[src/rtl/dynamixel_write_scheduler.sv]
// dynamixel_write_scheduler
// Shares one dynamixel_sync_write engine between three fixed write slots
// (torque enable, goal velocity, goal position). Requests are latched and
// coalesced per slot; slot 0 wins outright, slots 1 and 2 alternate.
// The engine gives no busy indication, so each packet is followed by a
// hold-off computed from its length, the UART bit period and a guard gap.
//
// state | meaning
// ------+-----------------------------------------------------------
// idle  | waiting for hold-off to expire and any slot to be pending
// issue | one-cycle launch: send/ack high, engine inputs just loaded
// wait  | counting down the packet hold-off, engine inputs held

module dynamixel_write_scheduler #(
    parameter int clocks_per_bit = 1,
    parameter int byte_guard     = 2,
    parameter int gap_cycles     = 16,
    parameter int addr0          = 64,
    parameter int len0           = 1,
    parameter int addr1          = 104,
    parameter int len1           = 4,
    parameter int addr2          = 116,
    parameter int len2           = 4
) (
    input  logic         clock,
    input  logic         reset_n,
    input  logic         req0,
    input  logic         req1,
    input  logic         req2,
    input  logic [127:0] data0,
    input  logic [127:0] data1,
    input  logic [127:0] data2,
    output logic         ack0,
    output logic         ack1,
    output logic         ack2,
    output logic         busy,
    output logic         send,
    output logic [15:0]  address,
    output logic [15:0]  data_len,
    output logic [31:0]  value1,
    output logic [31:0]  value2,
    output logic [31:0]  value3,
    output logic [31:0]  value4
);

    // Clocks spent on one byte on the wire, including the guard allowance.
    localparam int byte_clocks = 10 * clocks_per_bit + byte_guard;

    // Packet hold-offs: a four-servo sync write is 14 + 4*(1+len) bytes.
    localparam logic [23:0] hold0    = 24'((14 + 4 * (1 + len0)) * byte_clocks + gap_cycles);
    localparam logic [23:0] hold1    = 24'((14 + 4 * (1 + len1)) * byte_clocks + gap_cycles);
    localparam logic [23:0] hold2    = 24'((14 + 4 * (1 + len2)) * byte_clocks + gap_cycles);
    localparam logic [23:0] hold_max = 24'((14 + 4 * (1 + 4)) * byte_clocks + gap_cycles);

    typedef enum logic [1:0] {
        s_idle  = 2'd0,
        s_issue = 2'd1,
        s_wait  = 2'd2
    } state_t;

    state_t        state;
    logic [23:0]   holdoff;
    logic [2:0]    pend;
    logic [127:0]  buf0;
    logic [127:0]  buf1;
    logic [127:0]  buf2;
    logic          rr;
    logic [1:0]    slot;

    logic [1:0]    win;
    logic [15:0]   win_addr;
    logic [15:0]   win_len;
    logic [127:0]  win_buf;
    logic [23:0]   hold_sel;
    logic          launch;

    // A launch happens on the edge leaving idle with an expired hold-off.
    assign launch = (state == s_idle) && (holdoff == 24'd0) && (pend != 3'b000);

    assign busy = (state != s_idle) || (holdoff != 24'd0);

    // Arbitration: slot 0 absolute, slots 1/2 round-robin on rr.
    always_comb begin
        win = 2'd2;
        if (pend[0]) begin
            win = 2'd0;
        end else if (pend[1] && pend[2]) begin
            win = rr ? 2'd2 : 2'd1;
        end else if (pend[1]) begin
            win = 2'd1;
        end
    end

    // Select the winning slot's fixed address/length and latched values.
    always_comb begin
        win_addr = 16'(addr0);
        win_len  = 16'(len0);
        win_buf  = buf0;
        case (win)
            2'd1: begin
                win_addr = 16'(addr1);
                win_len  = 16'(len1);
                win_buf  = buf1;
            end
            2'd2: begin
                win_addr = 16'(addr2);
                win_len  = 16'(len2);
                win_buf  = buf2;
            end
            default: ;
        endcase
    end

    // Hold-off for the slot that was just launched.
    always_comb begin
        hold_sel = hold0;
        case (slot)
            2'd1:    hold_sel = hold1;
            2'd2:    hold_sel = hold2;
            default: hold_sel = hold0;
        endcase
    end

    // Pending latches: a request always wins over the clear of a launch,
    // so a re-request during the grant is never lost.
    always_ff @(posedge clock or negedge reset_n) begin
        if (!reset_n) begin
            pend <= 3'b000;
            buf0 <= '0;
            buf1 <= '0;
            buf2 <= '0;
        end else begin
            if (req0) begin
                pend[0] <= 1'b1;
                buf0    <= data0;
            end else if (launch && (win == 2'd0)) begin
                pend[0] <= 1'b0;
            end
            if (req1) begin
                pend[1] <= 1'b1;
                buf1    <= data1;
            end else if (launch && (win == 2'd1)) begin
                pend[1] <= 1'b0;
            end
            if (req2) begin
                pend[2] <= 1'b1;
                buf2    <= data2;
            end else if (launch && (win == 2'd2)) begin
                pend[2] <= 1'b0;
            end
        end
    end

    // Scheduler FSM with registered engine inputs; reset loads the longest
    // hold-off so a packet cut short by reset still drains from the engine.
    always_ff @(posedge clock or negedge reset_n) begin
        if (!reset_n) begin
            state    <= s_idle;
            holdoff  <= hold_max;
            rr       <= 1'b0;
            slot     <= 2'd0;
            send     <= 1'b0;
            ack0     <= 1'b0;
            ack1     <= 1'b0;
            ack2     <= 1'b0;
            address  <= '0;
            data_len <= '0;
            value1   <= '0;
            value2   <= '0;
            value3   <= '0;
            value4   <= '0;
        end else begin
            send <= 1'b0;
            ack0 <= 1'b0;
            ack1 <= 1'b0;
            ack2 <= 1'b0;
            case (state)
                s_idle: begin
                    if (holdoff != 24'd0) begin
                        holdoff <= holdoff - 24'd1;
                    end else if (launch) begin
                        state    <= s_issue;
                        send     <= 1'b1;
                        ack0     <= (win == 2'd0);
                        ack1     <= (win == 2'd1);
                        ack2     <= (win == 2'd2);
                        slot     <= win;
                        address  <= win_addr;
                        data_len <= win_len;
                        value1   <= win_buf[31:0];
                        value2   <= win_buf[63:32];
                        value3   <= win_buf[95:64];
                        value4   <= win_buf[127:96];
                        if (win != 2'd0) begin
                            rr <= ~rr;
                        end
                    end
                end
                s_issue: begin
                    holdoff <= hold_sel;
                    state   <= s_wait;
                end
                s_wait: begin
                    holdoff <= holdoff - 24'd1;
                    if (holdoff == 24'd1) begin
                        state <= s_idle;
                    end
                end
                default: begin
                    state <= s_idle;
                end
            endcase
        end
    end

endmodule

[config.mk]
export PLATFORM = sky130hd
export DESIGN_NAME = dynamixel_write_scheduler
export DESIGN_NICKNAME = d
export VERILOG_FILES = /design/src/rtl/dynamixel_write_scheduler.sv
export SDC_FILE = /design/constraint.sdc
export NUM_CORES = 1
export LEC_CHECK = 0
export ABC_CLOCK_PERIOD_IN_PS = 3050
export BUFFER_PORTS_ARGS = -buffer_cell sky130_fd_sc_hd__buf_2
export CORE_MARGIN = 5
export CORE_UTILIZATION = 45
export CTS_CLUSTER_SIZE = 12
export DETAILED_ROUTE_END_ITERATION = 8
export GPL_ROUTABILITY_DRIVEN = 1
export PLACE_DENSITY = 0.66
export SLEW_MARGIN = 25
export SYNTH_ARGS = -nofsm -noshare
export SYNTH_HDL_FRONTEND = slang
export SYNTH_SLANG_ARGS = --single-unit
[constraint.sdc]
create_clock -name clock -period 3.05 [get_ports clock]
set_input_delay 0.305 -clock clock [delete_from_list [all_inputs] [get_ports clock]]
set_output_delay 0.305 -clock clock [all_outputs]
set_load 0.02 [all_outputs]
==> results by group <==
Clock network
  – Clock sink count: around 550
  – CTS H-tree depth: 2
  – Number of buffers inserted by post-CTS setup repair: 0
  – Number of buffers created by CTS: between 50 and 60
  – Clock latency of the later-clocked register in the worst-skew pair: approximately 600 ps
  – CTS Root Cell: sky130_fd_sc_hd__clkbuf_16
  – Number of buffers between clock root and the deepest sink: 3
  – CTS tree: done
  – Clock transition at the registers of the reported paths: around 60 ps

Pwr
  – Pint: roughly 14,000 uW
  – Power density relative to cell area: 563 mW/mm^2
  – Combinational group share of total power: around 15%
  – Peak ir drop on the vdd network: 451 uV
  – Net load switching power: a little under 5000 uW
  – Clock Power Share: between 30% and 40%
  – Leakage dissipation: between 0.01 and 0.015 uW
  – Pwr Total: 18,300 uW
  – Share of total power consumed by net switching: about a quarter
  – Reg power frac: 47.5%

Route
  – Total wire length: ~74 mm
  – Post-detailed-route wirelength per cell: between 20 and 25 um
  – Via count normalized by instance count: between 5 and 6
  – Initial DRT Pass Iterations: 6
  – Via total after detailed routing: approximately 19,000
  – DRC: 0
  – Detailed Route Iter0 Violations: 1,035
  – Routed Antenna Nets: 0

STA
  – Setup violation total in the final timing report: 0
  – Final slew viol count: 0
  – Setup TNS: 0 ps
  – Worst hold slack after final layout: around 28 ps
  – Final period util: a little over nine tenths
  – Fmax: 349 MHz
  – Slew of the pin with the lowest slew margin: 746 ps
  – RSZ-0062 raised after global routing: no
  – Hold violation count in the final report: 0
  – Clock skew after layout: roughly 18 ps
  – Min Clock Period, post-route: approximately 2900 ps
  – Headroom to the max-slew limit: roughly 50%

Synthesis
  – Count of flip-flops with a built-in enable after synthesis: 0
  – Proportion of register bits with asynchronous set or reset after synthesis: 100%
  – Top cell type by total area after synthesis: sky130_fd_sc_hd__dfrtp_1
  – Top_reg_cell synth: sky130_fd_sc_hd__dfrtp_1
  – Cell count after synthesis: 1,936
  – Share of Yosys cell area claimed by the top area cell type: roughly three fifths
  – Sequential element share of the synthesized area: between 50% and 60%
  – Biggest area contributors in the synthesized netlist: sky130_fd_sc_hd__dfrtp_1 (59%), sky130_fd_sc_hd__mux2_2 (18%), sky130_fd_sc_hd__nand2_1 (4.6%)
  – Yosys reg bits: ~550
  – Netlist area before placement: roughly 0.023 mm^2
  – Count of distinct cell types in the synthesized netlist: 57
  – Total number of yosys warnings: 0
  – Syn Area/Cell: approximately 12 um^2

Placement
  – Routability congestion estimate: 0.871
  – Buffers added on ports: 528
  – Detailed placement HPWL: roughly 45 mm

Die
  – Die boundary width: ~240 um
  – Die area: between 0.05 and 0.06 mm^2
  – Y dimension of the die: roughly 240 um
  – Effective utilization at floorplan: between 40% and 50%
  – Std cell rows: 83
  – Core box area: around 0.05 mm^2
  – Number of ports placed on the die boundary: between 500 and 600

Worst setup path
  – Start point of the critical path: holdoff[10]$_DFFE_PN0P_
  – Cell type group with the largest total delay on the critical path: simple AND/OR/NAND/NOR gates
  – Critical path's slowest cell: sky130_fd_sc_hd__or4_4
  – Crit-path max cell delay: roughly 600 ps
  – Cell chain of the critical path: or4_4 -> nor2_4 -> and3_1 -> inv_2 -> buf_2
  – Sum of buffers and inverters on the critical path: 2
  – Worst reg2reg path startpoint: holdoff[10]$_DFFE_PN0P_
  – Peak fanout along the critical path: 12
  – Required time at the endpoint of the critical path: 2740 ps
  – Arrival time worst endpoint: between 2000 and 3000 ps
  – Startpoint class of the critical path: flop
  – Type of destination of the critical path: output port
  – Critical path class: reg -> out

Global routing
  – Aggregate global-route resource usage: between 20% and 30%
  – GRT Max-Usage Layer: met2
  – Global-route track usage on met1: a little under a third
  – Wire length of the first global-routing pass: approximately 120 mm
  – Initial antenna violation count: 21
  – Pin count of the biggest net entering global routing: 100
  – Number of global-route vias before repair: between 20,000 and 25,000
  – GRT overflow: 0
  – Met3 GRT Util: 5.77%
  – Met2 track demand over resource in global routing: a little over two fifths

Worst hold path
  – Hold Crit Class: in -> reg
  – Critical hold path startpoint: data1[31]

Cells and area
  – Synthesis-to-layout area growth: 39.0%
  – Final-layout fill cell count: roughly 3,800
  – Final-stage net count: around 3,200
  – Fraction of layout instances using a drive strength above 1: ~37%

Job
  – Max-cap violations: 0

Outcome
  – Outcome: finished, final reports clean
[state kept, by name, indices dropped and copies added, names as in the netlist]
signal	flops
buf2	128
value2	32
slot	2
state	2
buf1	128
pend	3
ack2	1
value4	32
address	4
ack1	1
value1	32
rr	1
value3	32
holdoff	24
send	1
buf0	128
data_len	1
ack0	1
[what timing repair did]
item / in CTS / in global routing
hold endpoints to repair: 443 / 0
endpoints found under the setup margin: 0 / 1
gates resized for setup: 0 / 1
hold buffers: 384 / 0
[power groups by stage]
stage	clock [uW]	sequential [uW]	combinational [uW]
final	6840	8710	2780
after global routing	7230	8810	3020
after CTS	6930	8690	2760
after detailed placement	0	8810	2360
after global placement	0	8780	2280
after floorplan	0	9000	1070
[cells by family (layout without fill, tap and decap cells)]
family / after synthesis / count (layout) / share of synthesized area, %
xor+xnor: 11 / 11 / 0.411
mux: 387 / 387 / 18.6
flops: 553 / 553 / 59.1
compound gates: 433 / 433 / 10.9
other cells: 1 / 46 / 0.0160
fa+ha+maj: 8 / 8 / 0.427
simple gates: 367 / 367 / 6.74
buf+inv: 176 / 1068 / 3.81
[final timing paths]
kind / end / slack [ps] / depth (start not counted)
hold reg to reg: rr$_DFFE_PN0P_ / 470 / 1
setup reg to reg: value2[14]$_DFFE_PN0P_ / 430 / 6
hold / removal: buf1[31]$_DFFE_PN0P_ / 30 / 2
max in group asynchronous: buf1[72]$_DFFE_PN0P_ / 1730 / 3
min in group asynchronous: buf0[13]$_DFFE_PN0P_ / 290 / 2
setup / recovery: busy / 180 / 5
[through the flow]
step	cells	util [%]	cell area, um^2	setup WS [ps]
3_5_place_dp	3050	52.2	26900	477
5_1_grt	3551	63.3	32600	47.2
4_1_cts	3532	63.1	32500	129
6_report	3553	63.3	32600	184
3_3_place_gp	3050	52.2	26900	545
2_1_floorplan	1960	-	23500	722
[layout make-up]
cell class	count	area (um^2)	share of cell area (%)
Antenna cell	21	52.6	0.161
Clock buffer	90	1700	5.22
Clock inverter	8	105	0.323
Inverter	9	33.8	0.104
Multi-Input combinational cell	1231	8840	27.1
Sequential cell	553	13800	42.5
Tap cell	680	851	2.61
Timing Repair Buffer	961	7160	22.0
[cell usage in the layout, fill, tap and decap left out, types with 6 or more instances in the layout]
master                          Yosys  final
sky130_fd_sc_hd__diode_2            0     21
sky130_fd_sc_hd__dfrtp_1          549    549
sky130_fd_sc_hd__xor2_1             8      8
sky130_fd_sc_hd__nand4_1            8      8
sky130_fd_sc_hd__a21oi_1            9      9
sky130_fd_sc_hd__and2_1             6      6
sky130_fd_sc_hd__nor4_1             6      6
sky130_fd_sc_hd__nor2_1            15     15
sky130_fd_sc_hd__o21ai_0          147    147
sky130_fd_sc_hd__conb_1             1     25
sky130_fd_sc_hd__nand2_1          286    286
sky130_fd_sc_hd__clkbuf_1         116     18
sky130_fd_sc_hd__mux2_2           384    384
sky130_fd_sc_hd__clkbuf_16          0     57
sky130_fd_sc_hd__buf_4             29     27
sky130_fd_sc_hd__clkbuf_8           0     15
sky130_fd_sc_hd__buf_12             0     22
sky130_fd_sc_hd__buf_2              2    524
sky130_fd_sc_hd__inv_1              7      7
sky130_fd_sc_hd__nand3_1           10     10
sky130_fd_sc_hd__dlygate4sd3_1      0    384
sky130_fd_sc_hd__o21ai_1          128    128
sky130_fd_sc_hd__a22oi_1          128    128
sky130_fd_sc_hd__nor3_1             8      8
[routing by layer]
layer,routed length (um),vias up
met3,5120,274
li1,-,8579
met4,4130,2
met2,36500,818
met1,28100,9585
met5,13,-
[Yosys cell counts, drive strengths merged, types with 3 or more instances]
cell type / count
ha: 8
xnor2: 3
dfrtp: 549
a21oi: 9
and3: 4
mux2: 387
nand4b: 3
a21o: 3
inv: 8
nor4: 7
a22oi: 128
buf: 51
or3: 3
o21ai: 275
xor2: 8
clkbuf: 116
o31ai: 3
nand3: 10
nand2: 287
dfstp: 4
nand2b: 3
and2: 6
nor3: 8
nor2b: 3
nand4: 8
nor2: 17
(Power assumes the default switching activity.)
